## config.mk

```make
export PLATFORM = sky130hd
export DESIGN_NAME = ps2_host_tx
export DESIGN_NICKNAME = d
export VERILOG_FILES = /design/src/rtl/ps2_host_tx.sv
export SDC_FILE = /design/constraint.sdc
export NUM_CORES = 1
export LEC_CHECK = 0
export CAP_MARGIN = 10
export CORE_AREA = 2 2 77 79
export CTS_BUF_LIST = sky130_fd_sc_hd__clkbuf_4
export CTS_CLUSTER_DIAMETER = 150
export DETAILED_ROUTE_END_ITERATION = 8
export DIE_AREA = 0 0 79 81
export GPL_ROUTABILITY_DRIVEN = 0
export PLACE_DENSITY = 0.75
export SYNTH_ARGS = -nofsm -noshare
export SYNTH_HDL_FRONTEND = slang
export SYNTH_SLANG_ARGS = --single-unit
export TNS_END_PERCENT = 20
```

## constraint.sdc

```tcl
create_clock -name clock -period 2.6 [get_ports clock]
set_clock_uncertainty 0.2 [all_clocks]
set_input_delay 0.26 -clock clock [delete_from_list [all_inputs] [get_ports clock]]
set_output_delay 0.26 -clock clock [all_outputs]
set_load 0.1 [all_outputs]
```

## src/rtl/ps2_host_tx.sv

```systemverilog
// ps2_host_tx: host-to-device PS/2 command transmitter.
// Runs the host request sequence (clock inhibit, start bit, 8 data bits LSB
// first, odd parity, stop bit, device ack) on open-drain clock/data enables.
// The enables are wired-ANDed with the device side at the top level.
module ps2_host_tx #(
  parameter int unsigned INHIBIT = 3547,   // request-phase clock hold, cycles
  parameter int unsigned TIMEOUT = 532020  // clock release to end of ack, cycles
) (
  input  logic       clock,
  input  logic       reset,
  input  logic       ps2CkIn,
  input  logic       ps2DqIn,
  output logic       ps2CkOe,
  output logic       ps2DqOe,
  input  logic [7:0] data,
  input  logic       start,
  output logic       busy,
  output logic       done,
  output logic       error
);

  localparam int unsigned IW = (INHIBIT > 1) ? $clog2(INHIBIT) : 1;
  localparam int unsigned TW = $clog2(TIMEOUT + 1);
  localparam logic [IW-1:0] INH_LAST = IW'(INHIBIT - 1);
  localparam logic [TW-1:0] TMO_LAST = TW'(TIMEOUT - 1);

  typedef enum logic [2:0] {
    S_IDLE,
    S_INHIBIT,
    S_REQ,
    S_SEND,
    S_ACKW,
    S_FIN
  } state_e;

  // Pin conditioning
  logic [1:0] ck_sync_q;
  logic [1:0] dq_sync_q;
  logic       ck_prev_q;
  logic       ck;
  logic       dq;
  logic       fall;

  // Control and datapath state
  state_e          state_q,  state_d;
  logic [7:0]      shreg_q,  shreg_d;
  logic            par_q,    par_d;
  logic [3:0]      n_q,      n_d;
  logic [IW-1:0]   inh_q,    inh_d;
  logic [TW-1:0]   tmo_q,    tmo_d;
  logic            ck_oe_q,  ck_oe_d;
  logic            dq_oe_q,  dq_oe_d;
  logic            busy_q,   busy_d;
  logic            done_q,   done_d;
  logic            err_q,    err_d;
  logic            dq_send;

  assign ck   = ck_sync_q[1];
  assign dq   = dq_sync_q[1];
  assign fall = ck_prev_q & ~ck;

  // Two-flop synchronizers on both pins plus the previous clock level.
  // Idle PS/2 lines float high, so the chain resets to 1.
  always_ff @(posedge clock) begin
    // NOTE: clocked state is assigned with <= so every flop samples the
    // pre-edge values; blocking = here would chain the sync stages into one.
    if (reset) begin
      ck_sync_q <= 2'b11;
      dq_sync_q <= 2'b11;
      ck_prev_q <= 1'b1;
    end else begin
      ck_sync_q <= {ck_sync_q[0], ps2CkIn};
      dq_sync_q <= {dq_sync_q[0], ps2DqIn};
      ck_prev_q <= ck;
    end
  end

  // Next-state, datapath and registered-output decode.
  always_comb begin
    // NOTE: every signal written below gets a default first, so no path
    // through the case leaves one unassigned and no latch is inferred.
    state_d = state_q;
    shreg_d = shreg_q;
    par_d   = par_q;
    n_d     = n_q;
    inh_d   = inh_q;
    tmo_d   = tmo_q;
    err_d   = err_q;
    dq_send = dq_oe_q;

    unique case (state_q)
      S_IDLE: begin
        if (start) begin
          shreg_d = data;
          par_d   = ~^data;
          err_d   = 1'b0;
          inh_d   = '0;
          state_d = S_INHIBIT;
        end
      end

      S_INHIBIT: begin
        if (inh_q == INH_LAST) begin
          state_d = S_REQ;
        end else begin
          inh_d = inh_q + 1'b1;
        end
      end

      S_REQ: begin
        tmo_d   = '0;
        n_d     = '0;
        state_d = S_SEND;
      end

      S_SEND: begin
        tmo_d = tmo_q + 1'b1;
        // Timeout wins over a clock edge arriving in the same cycle.
        if (tmo_q == TMO_LAST) begin
          err_d   = 1'b1;
          state_d = S_FIN;
        end else if (fall) begin
          n_d = n_q + 1'b1;
          if (n_q < 4'd8) begin
            dq_send = ~shreg_q[0];
            shreg_d = shreg_q >> 1;
          end else if (n_q == 4'd8) begin
            dq_send = ~par_q;
          end else if (n_q == 4'd9) begin
            dq_send = 1'b0;
          end else begin
            // Eleventh edge: device must hold data low as its ack.
            err_d   = dq;
            state_d = S_ACKW;
          end
        end
      end

      S_ACKW: begin
        tmo_d = tmo_q + 1'b1;
        if (tmo_q == TMO_LAST) begin
          err_d   = 1'b1;
          state_d = S_FIN;
        end else if (ck && dq) begin
          state_d = S_FIN;
        end
      end

      S_FIN: begin
        state_d = S_IDLE;
      end

      default: begin
        state_d = S_IDLE;
      end
    endcase

    // Outputs follow the state being entered so they are all registered.
    ck_oe_d = (state_d == S_INHIBIT) || (state_d == S_REQ);
    dq_oe_d = (state_d == S_REQ) ? 1'b1 :
              (state_d == S_SEND) ? dq_send : 1'b0;
    busy_d  = (state_d != S_IDLE);
    done_d  = (state_d == S_FIN);
  end

  // State, counters and output registers with synchronous reset.
  always_ff @(posedge clock) begin
    if (reset) begin
      state_q <= S_IDLE;
      shreg_q <= '0;
      par_q   <= 1'b0;
      n_q     <= '0;
      inh_q   <= '0;
      tmo_q   <= '0;
      ck_oe_q <= 1'b0;
      dq_oe_q <= 1'b0;
      busy_q  <= 1'b0;
      done_q  <= 1'b0;
      err_q   <= 1'b0;
    end else begin
      state_q <= state_d;
      shreg_q <= shreg_d;
      par_q   <= par_d;
      n_q     <= n_d;
      inh_q   <= inh_d;
      tmo_q   <= tmo_d;
      ck_oe_q <= ck_oe_d;
      dq_oe_q <= dq_oe_d;
      busy_q  <= busy_d;
      done_q  <= done_d;
      err_q   <= err_d;
    end
  end

  assign ps2CkOe = ck_oe_q;
  assign ps2DqOe = dq_oe_q;
  assign busy    = busy_q;
  assign done    = done_q;
  assign error   = err_q;

endmodule

```

# After elaboration in Yosys (flattened, before gate mapping)
# Index checks and enable logic that the tools add are counted.
dict set report word_totals {
  regBits 58
  elab_cells 103
  output_inout_bits 5
  input_bits 13
}
dict set report classes {
  n_eq_ne 26
  n_reduce_logical 17
  bitwise_logic 4
  n_lt_le_gt_ge 1
  muxes 38
  add_sub_neg 3
}
# operator count
set ops {}
lappend ops {{one-hot mux 20 bit (2 select lines)} 1}
lappend ops {{two-way mux 8 bit} 4}
lappend ops {{two-way mux 3 bit} 9}
lappend ops {{two-way mux 12 bit} 2}
lappend ops {{one-hot mux 12 bit (2 select lines)} 1}
lappend ops {{adder 20 x 1 -> 20 bit (second input constant)} 1}
lappend ops {{equality test 20 bit (second input constant)} 1}
lappend ops {{inequality test 3 bit (second input constant)} 6}
lappend ops {{one-hot mux 8 bit (2 select lines)} 1}
lappend ops {{two-way mux 1 bit} 15}
lappend ops {{one-hot mux 3 bit (5 select lines)} 1}
lappend ops {{adder 12 x 1 -> 12 bit (second input constant)} 1}
lappend ops {{equality test 12 bit (second input constant)} 1}
lappend ops {{equality test 3 x 2 -> 1 bit (second input constant)} 4}
lappend ops {{inequality test 2 bit (second input constant)} 6}
lappend ops {{equality test 4 bit (second input constant)} 2}
lappend ops {{two-way mux 4 bit} 2}
lappend ops {{one-hot mux 4 bit (2 select lines)} 1}
lappend ops {{nonzero test 2 bit} 4}
lappend ops {{XNOR reduction 8 bit} 1}
lappend ops {{AND reduction 7 bit} 1}
lappend ops {{equality test 3 x 1 -> 1 bit (second input constant)} 2}
lappend ops {{equality test 3 bit (second input constant)} 2}
lappend ops {{AND reduction 3 bit} 2}
lappend ops {{15 further kinds} 18}

# Logic depth before layout (Yosys ltp)
# Gate-level depths: netlist of run 1.
dict set report depth {
  ltp_word 10
  ltp_mapped 7
  ltp_nobuf 7
}

# Worst setup path before layout of run 1
# No wires, ideal clock.
dict set report synth_path {
  kind {reg2reg}
  startpoint {register state_q[2]}
  endpoint {register dq_oe_q (netlist: ps2DqOe)}
  t_required_ps 2284
  synth_period_minus_slack_ps 2420
  n_path_buf 1
  setup_time_ps 116
  arrival_time_ps 2105
  slack_ps 180
  stages_incl_launch_ff 7
  path_cell_list {dfxtp_1 > or3b_1 > buf_6 > or4_4 > a21o_1 > or3_1 > a31o_1}
}
dict set report synth_between {
  elab_chain_cells 9
  word_cells_on_any_way 24
}
# element line_no
set synth_rtl {}
lappend synth_rtl {{start, declared} 45} ;# state_e state_q, state_d;
lappend synth_rtl {{start signal, assigned} 181} ;# state_q <= state_d;
lappend synth_rtl {{two-way mux 3 bit} 129} ;# end else if (n_q == 4'd9) begin
lappend synth_rtl {{two-way mux 3 bit} 127} ;# end else if (n_q == 4'd8) begin
lappend synth_rtl {{two-way mux 3 bit} 124} ;# if (n_q < 4'd8) begin
lappend synth_rtl {{two-way mux 3 bit} 122} ;# end else if (fall) begin
lappend synth_rtl {{two-way mux 3 bit} 119} ;# if (tmo_q == TMO_LAST) begin
lappend synth_rtl {{one-hot mux 3 bit (5 select lines)} 91} ;# unique case (state_q)
lappend synth_rtl {{equality test 3 x 2 -> 1 bit, on equally long branches} {160, 161}}
lappend synth_rtl {{inequality test 5 bit (no source line) (tied with other cells)} --}
lappend synth_rtl {{AND reduction 4 bit (no source line) / two-way mux 1 bit (equally long branches)} --}
lappend synth_rtl {{end signal, assigned} 188} ;# dq_oe_q <= dq_oe_d;
lappend synth_rtl {{end, declared} 52} ;# logic dq_oe_q, dq_oe_d;
# Parallel ways exist; a longest one is shown, timed or not.
# A chain may end at the register's enable or synchronous reset.

# Worst setup path in the final report of run 1
dict set report layout_path {
  startpoint {register inh_q[6]}
  endpoint {register dq_oe_q (netlist: ps2DqOe)}
}
dict set report layout_between {
  elab_chain_cells 6
  word_cells_on_any_way 12
}
# element line_no
set layout_rtl {}
lappend layout_rtl {{start, declared} 49} ;# logic [IW-1:0] inh_q, inh_d;
lappend layout_rtl {{start signal, assigned} 185} ;# inh_q <= inh_d;
lappend layout_rtl {{equality test 12 bit (*)} 103} ;# if (inh_q == INH_LAST) begin
lappend layout_rtl {{two-way mux 3 bit (*)} 103}
lappend layout_rtl {{one-hot mux 3 bit (5 select lines) (*)} 91}
lappend layout_rtl {{equality test 3 x 2 -> 1 bit, on equally long branches} {160, 161}}
lappend layout_rtl {{inequality test 5 bit (no source line) (tied with other cells)} --}
lappend layout_rtl {{AND reduction 4 bit (no source line) / two-way mux 1 bit (equally long branches)} --}
# Mark *: on every way between the ends. The rest lies on a longest branch, timed or not.

==> results of run 1 <==
synth_stat cells, types with 5 or more instances:
cell type / n / area (um2)
dfxtp_1: 58 / 1161
nand2_1: 39 / 146.4
nor2_1: 34 / 127.6
a21oi_1: 25 / 125.1
clkbuf_1: 19 / 71.32
o21ai_0: 19 / 95.09
nand3_1: 10 / 50.05
xnor2_1: 10 / 87.58
a311oi_1: 9 / 78.83
a31oi_1: 9 / 56.30
or3_1: 9 / 56.30
nand4_1: 8 / 50.05
nor2b_1: 8 / 50.05
nor3_1: 8 / 40.04
inv_1: 7 / 26.28
mux2_2: 7 / 78.83
ha_1: 6 / 75.07
and3_1: 5 / 31.28
or2_2: 5 / 31.28
how the worst min path moves through the flow:
stage | endpoint | from | depth (start not counted)
6_report | inh_q[1]$_SDFFE_PP0P_ | reset | 2
3_3_place_gp | ck_sync_q[1]$_SDFF_PP1_ | ck_sync_q[0]$_SDFF_PP1_ | 1
5_1_grt | ck_sync_q[0]$_SDFF_PP1_ | ps2CkIn | 2
2_1_floorplan | ck_sync_q[0]$_SDFF_PP1_ | ps2CkIn | 1
3_5_place_dp | dq_sync_q[1]$_SDFF_PP1_ | dq_sync_q[0]$_SDFF_PP1_ | 1
4_1_cts | dq_sync_q[0]$_SDFF_PP1_ | ps2DqIn | 2
final cells by class:
type                       instances  area (um2)
clock inverter                     6       81.33
multi-input combinational        278        1728
inverter                           7       26.28
tap                               75       93.84
clock buffer                      10       75.07
fill                             524        2260
sequential                        58        1161
timing repair buffer              30       250.2
power by group through the flow:
stage / registers (mW) / clock network, mW / logic, mW
2_1_floorplan: 0.962 / 0 / 0.0967
3_3_place_gp: 0.944 / 0 / 0.163
3_5_place_dp: 0.944 / 0 / 0.165
4_1_cts: 0.924 / 0.752 / 0.166
5_1_grt: 0.927 / 0.796 / 0.180
6_report: 0.924 / 0.746 / 0.166
metrics by stage:
| stage | power, mW | hold slack [ps] |
|---|---|---|
| 3_5_place_dp | 1.110 | 199.7 |
| 5_1_grt | 1.903 | 205.5 |
| 2_1_floorplan | 1.059 | 163.8 |
| 3_3_place_gp | 1.107 | 199.9 |
| 4_1_cts | 1.842 | 197.9 |
| 6_report | 1.837 | 213.2 |
layer usage:
| metal | up-vias | track usage, % | part of all wire, % |
|---|---|---|---|
| met1 | 1297 | 27.59 | 46 |
| met4 | 0 | 8.276 | 0.87 |
| met3 | 7 | 6.000 | 3.7 |
| met2 | 57 | 39.32 | 49 |
| li1 | 1376 | - | - |
| met5 | - | 0 | 0 |
state kept, by name (all words and copies together), names as in the netlist, 2 cells and up:
signal and cells:
tmo_q 20, inh_q 12, shreg_q 8, n_q 4
state_q 3, ck_sync_q 2, dq_sync_q 2
cells by family (layout without fill, tap and decap cells):
kind of cell	Yosys count	after routing
adder cells (fa/ha/maj)	6	6
buffers and inverters	27	53
multiplexers	8	8
XOR/XNOR	13	13
AND/OR/NAND/NOR	158	158
flip-flops	58	58
AO/OA/AOI/OAI	93	93
==> impl_metrics.tcl, run 1 <==
set metrics [dict create \
    status "completed" \
    fin_ws_ps 129.3 \
    rsz0062_at_grt "false" \
    numCtsBuffers 9 \
    dpl.cell_count 448 \
    die_w_um 79 \
    syn-num-nets 382 \
    combPwrFrac_pct 9.1 \
    synthCells 363 \
    fin_crit_ps 2471 \
    clockPowerShare_pct 40.6 \
    tightest_slew_ps 822.6 \
    grt_use_total_pct 22.83 \
    hpwl_um 4731 \
    antenna_found_initial 0 \
    drt_first_iter_violations 149 \
    die_h_um 81 \
    holdBufCountCts 0 \
    overflow 0 \
    synth.distinct_cells 54 \
    timing.fmax_mhz 404.8 \
    post_cts.repair.setup_buffers 0 \
    rr_endpoint "ps2DqOe$_SDFFE_PP0P_" \
    start_kind "register" \
    p_per_area_nw_per_um2 537.8 \
    cts_sinks 58 \
    critPathKind "reg -> reg" \
    rrSetupSlack_ps 130 \
    maxCapViolations 0 \
    final_common_cell "dfxtp_1" \
    synthSimpleGateAreaFrac_pct 28.18 \
    p_switching_mw 0.4581 \
    required_ps 2730 \
    worst-path-buf-inv 0 \
    vias 2737 \
    startpoint "inh_q[6]$_SDFFE_PP0P_" \
    crit_path_end_kind "register" \
    core_um2 5675 \
    swShare_pct 24.94 \
    htreeDepth 3 \
    period_share_pct 95.03 \
    design_area_um2 3416 \
    synth_xor_area_share_pct 3.804 \
    hold_viol_final 0 \
    ir_worst_vdd_uv 324.0 \
    start_util_pct 52.73 \
    async_flop_share_pct 0 \
    drive_gt1_share_pct 14.40 \
    grt_max_degree 51 \
    syn_area_um2 2993 \
    cts_max_path_buffers 2 \
    grt_first_pass_wirelength_um 11540 \
    io_buffer_count 17 \
    ios 18 \
    reg2reg_depth 5 \
    area_growth_pct 14.13 \
    maxSlewHeadroom_pct 45.16 \
    p_int_mw 1.379 \
    cts-root-buf "clkbuf_4" \
    dr.pass1.iters 4 \
    crit_slowest_cell "or4_4" \
    synth-edff-count 0 \
    cp_max_fo 4 \
    std_cell_rows 28 \
    n_antenna_cell 0 \
    drv_slew 0 \
    synth_seq_cells 58 \
    crit_family "simple AND/OR/NAND/NOR gates" \
    clock_latency_ps 420 \
    grt_pass1_vias 2593 \
    synth_compound_area_share_pct 20.11 \
    via_per_inst 5.899 \
    worst_ep_arrival_time_ps 2600 \
    wl_um 6884 \
    cellLeakagePower_nw 1.158 \
    worstSetupEndpoint "ps2DqOe$_SDFFE_PP0P_" \
    setup_viol 0 \
    place_area_um2 3254 \
    hp-class "in -> reg" \
    post-place-ws_ps 112.5 \
    cts_tree "done" \
    layout.nets 403 \
    critical_path_depth 5 \
    seq_area_frac_synth_pct 38.80 \
    max_stage_delay_ps 560 \
    path_cells "or3b_2 -> or4_4 -> a21o_1 -> or3_1 -> a31o_1" \
    final_cells 464 \
    p_seq_share_pct 50.3 \
    synth_area_per_cell_um2 8.245 \
    r2r-start "inh_q[6]$_SDFFE_PP0P_" \
    setup-tns-final_ps 0 \
    cts.reportedPaths.clkPinSlew_ps 110 \
    route.detailed.drc 0 \
    yosysWarnings 0 \
    cts_resized 0 \
    wire_per_inst_um 14.84 \
    finish.utilization_pct 60.19 \
    synth_top_family_by_area "simple AND/OR/NAND/NOR gates" \
    synth_fa_ha_area_share_pct 2.508 \
    die_area_um2 6399 \
    ant_nets 0 \
    muxShareOfSynthArea_pct 2.968 \
    final_cell_mix "dfxtp_1, nand2_1, nor2_1, a21oi_1, o21ai_0" \
    synth-main-ff-cell "dfxtp_1" \
]
Power figures use the tool's default switching activity.
==> run 2: changes to the inputs <==
- CORE_AREA: 2 2 77 79 -> 2 2 81 83
- DIE_AREA: 0 0 79 81 -> 0 0 83 85
- PLACE_DENSITY: 0.75 -> 0.69
==> run 2 against run 1 <==
Global-route usage decreased by 2.3 points. Sequential power hardly changed. First-iteration DRC count down 16%. Flip-flop and latch count unchanged. Combinational power increased by 2%. Wire length grew 1.1%. Fmax rose by 0.65%. Non-clock buffer count up 4. Die area increased by 10%. Final area about the same. Setup slack better by 16 ps. Register-to-register slack gained 20 ps.
==> impl_metrics.tcl, run 2 (same netlist as run 1, synthesis figures left out) <==
set metrics [dict create \
    wl_um 6959 \
    cellLeakagePower_nw 1.158 \
    hpwl_um 4811 \
    maxCapViolations 0 \
    post_cts.repair.setup_buffers 0 \
    worstHoldPathCells 2 \
    ant_nets 0 \
    crit_slowest_cell "or4_4" \
    crit_path_end_kind "register" \
    critical_path_depth 5 \
    rsz0062_at_grt "false" \
    tightest_slew_ps 847.5 \
    via_per_inst 5.770 \
    dr.pass1.iters 4 \
    critPathKind "reg -> reg" \
    start_util_pct 48.24 \
    cts-root-buf "clkbuf_4" \
    post-place-ws_ps 157.5 \
    cts.reportedPaths.clkPinSlew_ps 100 \
    drv_slew 0 \
    final_cell_mix "dfxtp_1, nand2_1, nor2_1, a21oi_1, buf_4" \
    htreeDepth 3 \
    cts_tree "done" \
    grt_use_total_pct 20.55 \
    period_share_pct 94.41 \
    top_regs "tmo_q x20, inh_q x12, shreg_q x8" \
    n_antenna_cell 0 \
    drive_gt1_share_pct 14.80 \
    path_cells "or3b_2 -> or4_4 -> a21o_1 -> or3_1 -> a31o_1" \
    max_stage_delay_ps 560 \
    setup-tns-final_ps 0 \
    core_um2 6205 \
    fin_ws_ps 145.3 \
    grt_first_pass_wirelength_um 12060 \
    setup_viol 0 \
    crit_family "simple AND/OR/NAND/NOR gates" \
    cts_resized 0 \
    wire_per_inst_um 14.84 \
    cp_max_fo 4 \
    std_cell_rows 29 \
    hold_slack_ps 219.4 \
    largest_register_ffs 20 \
    start_kind "register" \
    reg2reg_depth 5 \
    p_per_area_nw_per_um2 503.1 \
    numCtsBuffers 9 \
    grt_max_degree 49 \
    grt_pass1_vias 2620 \
    cts_sinks 58 \
    timing.fmax_mhz 407.4 \
    clock_latency_ps 400 \
    required_ps 2700 \
    ios 18 \
    io_buffer_count 17 \
    status "completed" \
    worst-path-buf-inv 0 \
    die_w_um 83 \
    power_mw 1.717 \
    hold_viol_final 0 \
    place_area_um2 3287 \
    drt_first_iter_violations 125 \
    die_h_um 85 \
    maxSlewHeadroom_pct 43.50 \
    holdBufCountCts 0 \
    layout.nets 407 \
    hp-class "in -> reg" \
    design_area_um2 3413 \
    antenna_found_initial 0 \
    die_area_um2 7055 \
    fin_crit_ps 2455 \
    worst_ep_arrival_time_ps 2560 \
    cts_max_path_buffers 2 \
    overflow 0 \
    area_growth_pct 14.05 \
    route.detailed.drc 0 \
    ir_worst_vdd_uv 386.4 \
    final_common_cell "dfxtp_1" \
    largest-register "tmo_q" \
    vias 2706 \
]
run 2: cell types whose count changed in the layout (fill, tap and decap cells not counted), sizes merged:
cell      change
buf           +4
bufinv        -1
clkinvlp      +1
clkbuf        -1
run 2: layer usage:
layer | vias up | global-route usage (%) | part of all wire [%]
li1 | 1378 | - | -
met1 | 1278 | 26.87 | 50
met2 | 36 | 32.62 | 45
met3 | 14 | 4.767 | 2.7
met4 | 0 | 9.091 | 1.8
met5 | - | 0 | 0
run 2: layout make-up:
class | count | area (um2)
Multi-Input combinational cell | 278 | 1723
Clock buffer | 9 | 67.56
Timing Repair Buffer | 34 | 280.3
Sequential cell | 58 | 1161
Clock inverter | 6 | 58.81
Inverter | 7 | 26.28
Fill cell | 578 | 2791
Tap cell | 77 | 96.34
run 2: through the flow:
stage | instances | util [%]
2_1_floorplan | 363 | -
3_3_place_gp | 454 | 52.97
3_5_place_dp | 454 | 52.97
4_1_cts | 469 | 55.01
5_1_grt | 469 | 55.01
6_report | 469 | 55.01
run 2: final timing paths:
check	slack (ps)	to	startpoint
min reg2reg	220	dq_sync_q[1]$_SDFF_PP1_	dq_sync_q[0]$_SDFF_PP1_
min	220	dq_sync_q[0]$_SDFF_PP1_	ps2DqIn
max reg2reg	150	ps2DqOe$_SDFFE_PP0P_	inh_q[6]$_SDFFE_PP0P_
max	150	ps2DqOe$_SDFFE_PP0P_	inh_q[6]$_SDFFE_PP0P_
run 2: power by group:
group	switching [mW]	leakage, nW	total, mW	internal [mW]
sequential	0.0119	0.471	0.924	0.912
combinational	0.0948	0.622	0.170	0.0749
clock	0.343	0.0652	0.624	0.281
total	0.449	1.16	1.72	1.27
